## src/rtl/instr_encoder.sv

```systemverilog
// instr_encoder: LEGv8 symbolic-instruction encoder that streams words into instruction memory
module instr_encoder #(
    parameter int DEPTH = 64,
    parameter int AW    = $clog2(DEPTH)
) (
    input  logic          clk,
    input  logic          reset,
    input  logic          start,
    input  logic          in_valid,
    output logic          in_ready,
    input  logic [3:0]    in_kind,
    input  logic [4:0]    in_rd,
    input  logic [4:0]    in_rn,
    input  logic [4:0]    in_rm,
    input  logic [18:0]   in_imm,
    input  logic          in_last,
    output logic          wr_en,
    output logic [AW-1:0] wr_addr,
    output logic [31:0]   wr_data,
    output logic [AW:0]   count,
    output logic          done,
    output logic          err_illegal,
    output logic          err_range
);
    typedef enum logic [1:0] {IDLE, LOAD, DONE} state_t;

    localparam logic [AW:0] DEPTH_W = (AW+1)'(DEPTH);

    state_t        state_q, state_d;
    logic [AW:0]   cnt_q, cnt_d;
    logic          wr_en_q, wr_en_d;
    logic [AW-1:0] wr_addr_q, wr_addr_d;
    logic [31:0]   wr_data_q, wr_data_d;
    logic          err_ill_q, err_ill_d;
    logic          err_rng_q, err_rng_d;
    logic [31:0]   word;
    logic          illegal, bad_range, accept;

    // Encode the presented instruction and classify it as illegal or out of range
    always_comb begin
        word      = '0;
        illegal   = 1'b0;
        bad_range = 1'b0;
        case (in_kind)
            4'd0: word = {11'b10001011000, in_rm, 6'b0, in_rn, in_rd};
            4'd1: word = {11'b11001011000, in_rm, 6'b0, in_rn, in_rd};
            4'd2: word = {11'b10001010000, in_rm, 6'b0, in_rn, in_rd};
            4'd3: word = {11'b10101010000, in_rm, 6'b0, in_rn, in_rd};
            4'd4: begin
                word      = {11'b11111000010, in_imm[8:0], 2'b00, in_rn, in_rd};
                bad_range = !((&in_imm[18:8]) || !(|in_imm[18:8]));
            end
            4'd5: begin
                word      = {11'b11111000000, in_imm[8:0], 2'b00, in_rn, in_rd};
                bad_range = !((&in_imm[18:8]) || !(|in_imm[18:8]));
            end
            4'd6: word = {8'b10110100, in_imm, in_rd};
            4'd7: begin
                word      = {10'b1001000100, in_imm[11:0], in_rn, in_rd};
                bad_range = |in_imm[18:12];
            end
            4'd8: begin
                word      = {10'b1101000100, in_imm[11:0], in_rn, in_rd};
                bad_range = |in_imm[18:12];
            end
            default: illegal = 1'b1;
        endcase
    end

    // A start pulse blocks acceptance in its own cycle
    assign in_ready = (state_q == LOAD) && (cnt_q < DEPTH_W) && !start;
    assign accept   = in_valid && in_ready;

    // Session control: restart, register the write of legal words, latch sticky errors
    always_comb begin
        state_d   = state_q;
        cnt_d     = cnt_q;
        wr_en_d   = 1'b0;
        wr_addr_d = wr_addr_q;
        wr_data_d = wr_data_q;
        err_ill_d = err_ill_q;
        err_rng_d = err_rng_q;
        if (start) begin
            state_d   = LOAD;
            cnt_d     = '0;
            err_ill_d = 1'b0;
            err_rng_d = 1'b0;
        end else if (accept) begin
            if (illegal) begin
                err_ill_d = 1'b1;
            end else if (bad_range) begin
                err_rng_d = 1'b1;
            end else begin
                wr_en_d   = 1'b1;
                wr_addr_d = cnt_q[AW-1:0];
                wr_data_d = word;
                cnt_d     = cnt_q + 1'b1;
            end
            if (in_last || cnt_d == DEPTH_W) state_d = DONE;
        end
    end

    // State and output registers; reset abandons any pending write
    always_ff @(posedge clk or negedge reset) begin
        if (!reset) begin
            state_q   <= IDLE;
            cnt_q     <= '0;
            wr_en_q   <= 1'b0;
            wr_addr_q <= '0;
            wr_data_q <= '0;
            err_ill_q <= 1'b0;
            err_rng_q <= 1'b0;
        end else begin
            state_q   <= state_d;
            cnt_q     <= cnt_d;
            wr_en_q   <= wr_en_d;
            wr_addr_q <= wr_addr_d;
            wr_data_q <= wr_data_d;
            err_ill_q <= err_ill_d;
            err_rng_q <= err_rng_d;
        end
    end

    assign wr_en       = wr_en_q;
    assign wr_addr     = wr_addr_q;
    assign wr_data     = wr_data_q;
    assign count       = cnt_q;
    assign done        = (state_q == DONE);
    assign err_illegal = err_ill_q;
    assign err_range   = err_rng_q;
endmodule
```

## config.mk

```make
export PLATFORM = sky130hd
export DESIGN_NAME = instr_encoder
export DESIGN_NICKNAME = d
export VERILOG_FILES = /design/src/rtl/instr_encoder.sv
export SDC_FILE = /design/constraint.sdc
export NUM_CORES = 1
export LEC_CHECK = 0
export ABC_AREA = 1
export CAP_MARGIN = 10
export CORE_MARGIN = 1.5
export CORE_UTILIZATION = 48
export DETAILED_ROUTE_END_ITERATION = 7
export PLACE_DENSITY = 0.95
export SLEW_MARGIN = 20
export SYNTH_ARGS = -nofsm -noshare
export SYNTH_HDL_FRONTEND = slang
export SYNTH_SLANG_ARGS = --single-unit
```

## constraint.sdc

```tcl
create_clock -name clk -period 2.21 [get_ports clk]
set_input_delay 0.442 -clock clk [delete_from_list [all_inputs] [get_ports clk]]
set_output_delay 0.442 -clock clk [all_outputs]
set_load 0.1 [all_outputs]
```

# --- Yosys cells after proc, flatten, opt, wreduce, memory -nomap -nowiden ---
# Cells that the tools add are included.
op_classes:
  add_sub_neg: 1
  n_bitwise: 2
  n_mux: 22
  n_eq_ne: 12
  order_cmp: 1
  reduce_logical: 23
ops:
  columns: ["cell", "n"]
  rows:
  - ["case mux 32 bit (9 select lines)", 1]
  - ["2-to-1 mux 7 bit", 6]
  - ["equality test 4 x 3 -> 1 bit, second input constant", 4]
  - ["2-to-1 mux 1 bit", 11]
  - ["AND reduction 11 bit", 1]
  - ["OR reduction 11 bit", 1]
  - ["OR reduction 9 bit", 1]
  - ["equality test 4 x 2 -> 1 bit, second input constant", 2]
  - ["nonzero test 2 bit", 4]
  - ["adder 7 x 1 -> 7 bit, second input constant", 1]
  - ["equality test 7 bit, second input constant", 1]
  - ["less-than comparator 7 bit, second input constant", 1]
  - ["OR reduction 7 bit", 1]
  - ["2-to-1 mux 2 bit", 3]
  - ["equality test 4 x 1 -> 1 bit, second input constant", 1]
  - ["equality test 4 bit, second input constant", 1]
  - ["zero test 4 bit", 1]
  - ["AND reduction 2 bit", 2]
  - ["AND reduction 4 bit", 1]
  - ["OR reduction 2 bit", 2]
  - ["logical AND 1 bit", 3]
  - ["zero test 1 bit", 3]
  - ["AND reduction 3 bit", 1]
  - ["equality test 2 x 1 -> 1 bit, second input constant", 1]
  - ["5 further kinds", 7]
totals:
  output_inout_bits: 50
  word_cells: 68
  register_bits: 50
  inputBits: 43

# --- Depth between registers and ports, before layout ---
# Gate-level depths: netlist of run 1.
logic_depth:
  depth_word: 14
  depth_mapped: 16
  mapped_depth_nobuf: 16

# --- Worst setup path after synthesis of run 1 ---
# OpenSTA, ideal clock, no wires.
synth_path:
  path_type: "register -> register"
  start: "register cnt_q[6], in the netlist count[6]"
  end: "register wr_data_q[30], in the netlist wr_data[30]"
  required_ps: 2079
  path_slack_ps: -473
  path_buffers: 1
  setup_time_ps: 131
  t_arrival_ps: 2552
  stages_incl_launch_ff: 10
  synth_period_minus_slack_ps: 2683
  path_cell_list: "dfrtp_1 -> nor2_1 -> nand3_1 -> inv_1 -> nand2_1 -> nor2_4 -> inv_2 -> buf_2 -> nand2_1 -> o21ai_0"
synth_via:
  elab_chain_cells: 5
synth_lines:
  columns: ["element", "line", "rtl"]
  rows:
  - ["from (decl)", "30", "logic [AW:0] cnt_q, cnt_d;"]
  - ["from (signal assigned)", "115", "cnt_q <= cnt_d;"]
  - ["less-than comparator 7 bit", "71", "assign in_ready = (state_q == LOAD) && (cnt_q < DEPTH_W) && !start;"]
  - ["logical AND 1 bit (2 in a row)", "71", null]
  - ["named net in_ready", "10", "output logic in_ready,"]
  - ["logical AND 1 bit", "72", "assign accept = in_valid && in_ready;"]
  - ["AND reduction 4 bit (no line)", null, null]
  - ["to (signal assigned)", "118", "wr_data_q <= wr_data_d;"]
  - ["to (decl)", "33", "logic [31:0] wr_data_q, wr_data_d;"]
# The timed path passes the listed nets, and every way through them passes these cells.
# A chain may end at the register's enable or synchronous reset.

# --- Worst setup path in the final report of run 1 ---
layout_path:
  start: "input in_imm[13]"
  end: "register wr_data_q[24], in the netlist wr_data[24]"
layout_via:
  elab_chain_cells: 7
  word_cells_on_any_way: 9
  cone_classes: "1 x mux; 1 x bitwise; 7 x reduce/logical"
layout_lines:
  columns: ["element", "line", "rtl"]
  rows:
  - ["from (decl)", "15", "input logic [18:0] in_imm,"]
  - ["OR reduction 11 bit", "51, 55", null]
  - ["zero test 1 bit", "51, 55", null]
  - ["logical OR 1 bit", "51, 55", null]
  - ["zero test 1 bit", "51, 55", null]
  - ["case mux 1 bit (2 select lines) (*)", "44", "case (in_kind)"]
  - ["inverter 1 bit (no line) (*)", null, null]
  - ["AND reduction 4 bit (no line) (*)", null, null]
# Every way passes the cells marked *; elsewhere a longest branch is shown, timed or not.

==> results.md, run 1 <==
- Outcome: finished clean
- GRT overflow: 0
- Slew Viols, Final: 0
- Worst skew pair latency: 300 ps
- Number of port buffers: 92
- Critical Path RT: 2380 ps
- Pleak: 0.00203 uW
- Worst path depth: 12
- Synthesized flop and latch total: 50
- First-pass GRT wire length: 12.4 mm
- Final setup vio count: 0
- Final wirelength: 7.47 mm
- Max Fanout on Critical Path: 44
- Root Buffer: clkbuf_8
- Mapped Cells: 336
- CTS tree: yes
- Total negative setup slack: 0 ps
- # nets final: 503
- Via-to-Cell Ratio: 5.18
- Sw Share: 0.481
- Layout cell share with drive strength beyond 1: 0.248
- IO Count: 93
- Die width: 76.6 um
- Relative slew slack: 0.679
- Vias in the first global route: 2642
- Crit path largest cell delay: 510 ps
- P_sw: 1800 uW
- Worst-Margin Slew: 482 ps
- HP Class: input port to async pin
- Clk sink count: 50
- Filler cell count: 381
- Post-Syn Area per Cell: 7.75 um2
- Maximum operating frequency: 473 MHz
- Starting DRT DRC Count: 163
- CP max-delay cell: clkdlybuf4s50_1
- Hold Fails Final Rpt: 0
- Placed insts: 522
- Fin Hold WS: 85.1 ps
- Final period utilization: 0.956
- P&R area growth vs syn: 49.5%
- ANT nets after route: 0
- H-tree depth: 2
- Number of remaining DRC errors: 0
- Synth unique cells: 29
- Pin count of the biggest net entering global routing: 45
- Data arrival, critical path: 2290 ps
- Synthesis Warnings: 0
- Antenna violations before repair: 0
- CP most frequent cell: nand3_4
- Max VDD drop: 0.657 mV
- Clk slew on worst S/H paths: 100 ps
- Top post-synthesis cells by area: dfrtp_1, nand2_1, o21ai_0, inv_1, nor2_1
- Min cycle time layout: 2110 ps
- Starting density of the core: 0.503
- Pwr per Cell Area: 964 nW/um2
- Crit Path Class: input port to flip-flop
- Clk_skew: 11.5 ps
- Core ar.: 5170 um2
- Total GRT Usage: 0.264
- Bufs on Longest Clock Path: 2
- Post-DR wirelength/cell: 14.1 um
- Antenna diode count: 0
- Post-Syn Area: 2600 um2
- Final Non-Filler Cells: 530
- Post-CTS Setup Inserts: 0
- Cell-internal power: 1950 uW
- Number of max-cap violations: 0
- Critical Path Source Type: input port
- Worst Setup End Kind: flip-flop
- Worst r2r path cells: 9
- Buf/Inv on CP: 5
- Num CTS Buffers: 5
- Gate power share: 0.484
- Top delay family on crit path: buffers and inverters
- Die area: 5870 um2
- Crit path cell chain: clkdlybuf4s50_1, inv_1, nor2_1, nand3_1, nand3_4, nand3_4, buf_4, nor2_4, inv_2, buf_12, nand2_1, o21ai_0
- Post-synth top area cell: dfrtp_1
- Die Y: 76.6 um
- DRT Pass-1 Iters: 6
- Power share of the clock group: 0.209
- Synth top area share: 0.481
- Routability congestion estimate: 0.925
- Net Count, Synth: 380
- Routed via count: 2746
- Final HPWL DP: 5.76 mm
- Sequential share of the synthesized area: 0.481
- # rows: 26
- Reg power frac: 0.307
- Overall Power: 3750 uW
-- placed cells by master (no fill, tap or decap), types with 5 or more instances in the layout --
| master | synthesis | routed |
|---|---|---|
| nor2_1 | 30 | 28 |
| inv_1 | 35 | 33 |
| nand2_1 | 111 | 109 |
| a21oi_1 | 5 | 5 |
| dlymetal6s2s_1 | 0 | 7 |
| clkbuf_8 | 0 | 6 |
| clkdlybuf4s50_1 | 0 | 34 |
| buf_4 | 0 | 80 |
| dfrtp_1 | 50 | 49 |
| a22oi_1 | 8 | 8 |
| o21ai_0 | 39 | 39 |
| nand3_1 | 13 | 13 |
-- power by group through the flow --
stage               registers, uW  logic [uW]  clock network [uW]
floorplan                    2230         253                   0
global placement             1160        1790                   0
detailed placement           1170        1810                   0
CTS                          1150        1820                 787
global route                 1170        1880                 824
finish                       1150        1810                 784
-- worst reg2reg max path, cell delays in order, from the launching register on --
cell,delay [ps]
dfrtp_4,500
nor2_1,130
nand3_1,140
clkinvlp_4,130
nand2_1,190
nor2_4,190
inv_2,70
buf_12,170
nand2_1,90
o21ai_0,90
-- cell families after synthesis --
group / Yosys count / share of synthesized area
simple gates: 174 / 0.296
compound gates: 64 / 0.146
fa+ha+maj: 1 / 0.00481
flops: 50 / 0.481
xor+xnor: 1 / 0.00337
buf+inv: 46 / 0.0697
-- final timing paths --
| kind | from | to | slack, ps |
|---|---|---|---|
| hold reg to reg | wr_data[3]$_DFFE_PN0P_ | wr_data[3]$_DFFE_PN0P_ | 480 |
| hold / removal | reset | wr_data[15]$_DFFE_PN0P_ | 90 |
| min in group clk | wr_data[3]$_DFFE_PN0P_ | wr_data[3]$_DFFE_PN0P_ | 480 |
| setup reg to reg | count[6]$_DFFE_PN0P_ | wr_data[24]$_DFFE_PN0P_ | 400 |
| max in group asynchronous | reset | wr_data[16]$_DFFE_PN0P_ | 1550 |
| setup / recovery | in_imm[13] | wr_data[24]$_DFFE_PN0P_ | 100 |
-- synthesized netlist by cell type --
cell and n:
xor2_1 1, dfrtp_1 50, o2bb2ai_1 2, buf_2 7, nand3_1 13, nor2_4 4, nand3_4 2, nand3_2 2
o21ai_4 1, ha_1 1, a21oi_1 5, a31oi_1 1, o211ai_1 1, nand2_4 1, nand2_2 2, nor3_1 4
nand2_1 111, a22oi_1 8, clkbuf_1 1, o22ai_1 4, nor2_1 30, inv_1 35, inv_2 3, a32o_1 1
nand4_1 4, o31ai_1 1, a311oi_1 1, o21ai_0 39, or2_2 1
-- flip-flops by register name, summed over array words and instances, names as in the netlist --
name and cells:
wr_data 32, count 7, wr_addr 6, state_q 2
err_illegal 1, err_range 1, wr_en 1
-- timing repair --
action                                  in CTS  in global routing
endpoints found under the setup margin       0                 32
gates resized for setup                      0                 13
hold buffers                                 0                  0
-- layer usage --
metal / share of wire / GRT usage
met1: 0.44 / 0.357
met2: 0.47 / 0.435
met3: 0.071 / 0.0503
met4: 0.013 / 0.0741
met5: 0 / 0
-- through the flow --
stage               area (um2)  setup WS (ps)   util
detailed placement        3710           -194  0.718
finish                    3890           96.5  0.752
CTS                       3860            100  0.746
floorplan                 2610           8.76      -
global route              3890          -40.0  0.752
global placement          3710           -104  0.718
-- final cells by class --
type | count | area, um2 | area share
Clock buffer | 6 | 82.6 | 0.0212
Timing Repair Buffer | 124 | 1070 | 0.276
Inverter | 38 | 146 | 0.0376
Multi-Input combinational cell | 240 | 1180 | 0.305
Sequential cell | 50 | 1250 | 0.323
Clock inverter | 2 | 60.1 | 0.0154
Tap cell | 70 | 87.6 | 0.0225
(Power assumes the default switching activity.)
==> run 2: changes to the inputs <==
--- a/config.mk
+++ b/config.mk
@@ -5,7 +5,6 @@
 export SDC_FILE = /design/constraint.sdc
 export NUM_CORES = 1
 export LEC_CHECK = 0
-export ABC_AREA = 1
 export CAP_MARGIN = 10
 export CORE_MARGIN = 1.5
 export CORE_UTILIZATION = 48
==> results.md, run 2 <==
- Post-Place Cell Area: 3700 um2
- H-tree depth: 2
- Pleak: 0.00181 uW
- Num CTS Buffers: 5
- Max VDD drop: 0.753 mV
- Slew Viols, Final: 0
- IO Count: 93
- Starting DRT DRC Count: 309
- P&R area growth vs syn: 55.5%
- # rows: 26
- Crit path cell chain: dlygate4sd2_1, or3_4, nor3_4, o2111ai_4, buf_6, or4_4, a21oi_2
- Clk_skew: 5.95 ps
- Post-synth top area cell: dfrtp_1
- ANT nets after route: 0
- Root Buffer: clkbuf_8
- Final wirelength: 9.40 mm
- Starting density of the core: 0.497
- Top post-synthesis cells by area: dfrtp_1, mux2_1, a31oi_1, a222oi_1, a22o_1
- Critical Path RT: 2450 ps
- Fin util: 0.772
- Bufs on Longest Clock Path: 2
- Max Fanout on Critical Path: 6
- Vias in the first global route: 2629
- Post-route design area: 3940 um2
- Outcome: finished clean
- Unrepaired setup endpoints after global routing: yes
- Relative slew slack: 0.531
- Number of port buffers: 92
- Synthesized flop and latch total: 50
- Final period utilization: 0.987
- Most frequent cells in the layout: buf_4, dfrtp_1, clkdlybuf4s50_1, mux2_1, a31oi_1
- DP Worst Slack: -633 ps
- CP max-delay cell: or4_4
- Total GRT Usage: 0.338
- Data arrival, critical path: 2420 ps
- Hold Fails Final Rpt: 0
- Mapped Cells: 229
- Overall Power: 4150 uW
- Number of synthesized flops with an enable pin: 0
- Die width: 75.7 um
- Crit Path Class: input port to flip-flop
- # nets final: 401
- Maximum operating frequency: 458 MHz
- Die Y: 75.7 um
- Top delay family on crit path: simple AND/OR/NAND/NOR gates
- DRT Pass-1 Iters: 8
- Net Count, Synth: 273
- Synth top area share: 0.493
- Via-to-Cell Ratio: 6.39
- Synth unique cells: 48
- Post-Syn Area per Cell: 11.1 um2
- Layout cell share with drive strength beyond 1: 0.394
- Number of remaining DRC errors: 0
- Top post-synthesis cells by count: dfrtp_1, mux2_1, a31oi_1
- Core ar.: 5110 um2
- Count leader, synth: dfrtp_1
- Antenna violations before repair: 0
- Asr flop ratio synth: 1.00
- CTS tree: yes
- Antenna diode count: 0
- Worst-Margin Slew: 703 ps
- First-pass GRT wire length: 14.0 mm
- Crit path largest cell delay: 480 ps
- Hold_buf cts: 0
- Pwr per Cell Area: 1050 nW/um2
- Clk sink count: 50
- Commonest non-fill, non-tap cell in the layout: buf_4
- Worst Setup End Kind: flip-flop
- Number of max-cap violations: 0
- Final setup vio count: 0
- Post-DR wirelength/cell: 22.0 um
- Sequential share of the synthesized area: 0.493
- Clk slew on worst S/H paths: 90 ps
- Pin count of the biggest net entering global routing: 31
- Post-Syn Area: 2540 um2
- Routability congestion estimate: 0.895
- Number of flip-flops in the largest register: 32
- Die area: 5730 um2
- GRT overflow: 0
- HP Class: input port to async pin
- Synthesis Warnings: 0
- Final HPWL DP: 5.71 mm
- Primary FF master, synth: dfrtp_1
- Routed via count: 2733
- PnR worst setup slack: 28.3 ps
- Buf/Inv on CP: 2
- Min cycle time layout: 2180 ps
- Critical Path Source Type: input port
- Worst skew pair latency: 310 ps
## run 2: cells by family after synthesis
family / synth area share
AOI/OAI and AO/OA: 0.190
muxes: 0.111
DFF: 0.493
xor gates and xnor gates: 0.0138
adders and majority gates: 0.00493
buffers and inverters: 0.0385
and+or+nand+nor: 0.148
## run 2: report_power, final
group          switching [uW]  internal [uW]
logic                    1790            543
registers                 122           1100
clock network             305            287
total                    2210           1930
## run 2: metal layers
metal,vias to the layer above,global-route usage,wire length (um)
met3,63,0.0860,913
met1,1296,0.412,3450
li1,1137,-,-
met2,237,0.551,4520
met4,0,0.185,524
met5,-,0,0
## run 2: area by class of cell
type	count	area (um2)
tap	70	87.6
fill	308	1160
sequential	50	1260
multi-input combinational	159	1300
timing repair buffer	135	1170
inverter	6	22.5
clock buffer	7	96.3
clock inverter	1	8.76
## run 2: repair_timing
item	CTS	global route
cloned	2	0
setup buffers	5	1
pin swaps	7	9
endpoints found under the setup margin	47	38
gates resized for setup	43	23
## run 2: path summary, 6_finish.rpt
kind                                         startpoint                 endpoint  slack [ps]  cells past startpoint
max in group asynchronous                         reset     count[1]$_DFFE_PN0P_        1590                      2
min in group clk                wr_data[31]$_DFFE_PN0P_  wr_data[31]$_DFFE_PN0P_         480                      1
worst min register to register  wr_data[31]$_DFFE_PN0P_  wr_data[31]$_DFFE_PN0P_         480                      1
worst max register to register     count[1]$_DFFE_PN0P_   state_q[1]$_DFFE_PN0P_         130                      6
worst min-delay path                              reset   wr_addr[2]$_DFFE_PN0P_          80                      1
worst max-delay path                         in_imm[16]     count[5]$_DFFE_PN0P_          30                      7
## run 2: worst register-to-register path, stage by stage, from the launching register on
cell and delay [ps]:
dfrtp_2 460, ha_1 280, or3_1 330, a211o_1 330
a221oi_1 280, or3_1 170, a32o_1 160
## run 2: per-stage QoR
step	TNS [ps]	cells	hold slack (ps)
after floorplan	-1380	229	146
after global placement	-21450	413	426
after detailed placement	-24870	413	432
after CTS	0	428	102
after global routing	-14.6	428	105
final	0	428	78.5
==> run 3: changes to the inputs <==
--- a/config.mk
+++ b/config.mk
@@ -5,7 +5,7 @@
 export SDC_FILE = /design/constraint.sdc
 export NUM_CORES = 1
 export LEC_CHECK = 0
-export CAP_MARGIN = 10
+export CAP_MARGIN = 30
 export CORE_MARGIN = 1.5
 export CORE_UTILIZATION = 48
 export DETAILED_ROUTE_END_ITERATION = 7
==> results of run 3 <==
Same layout as run 2: the final DEF is identical, and so are final timing and power.
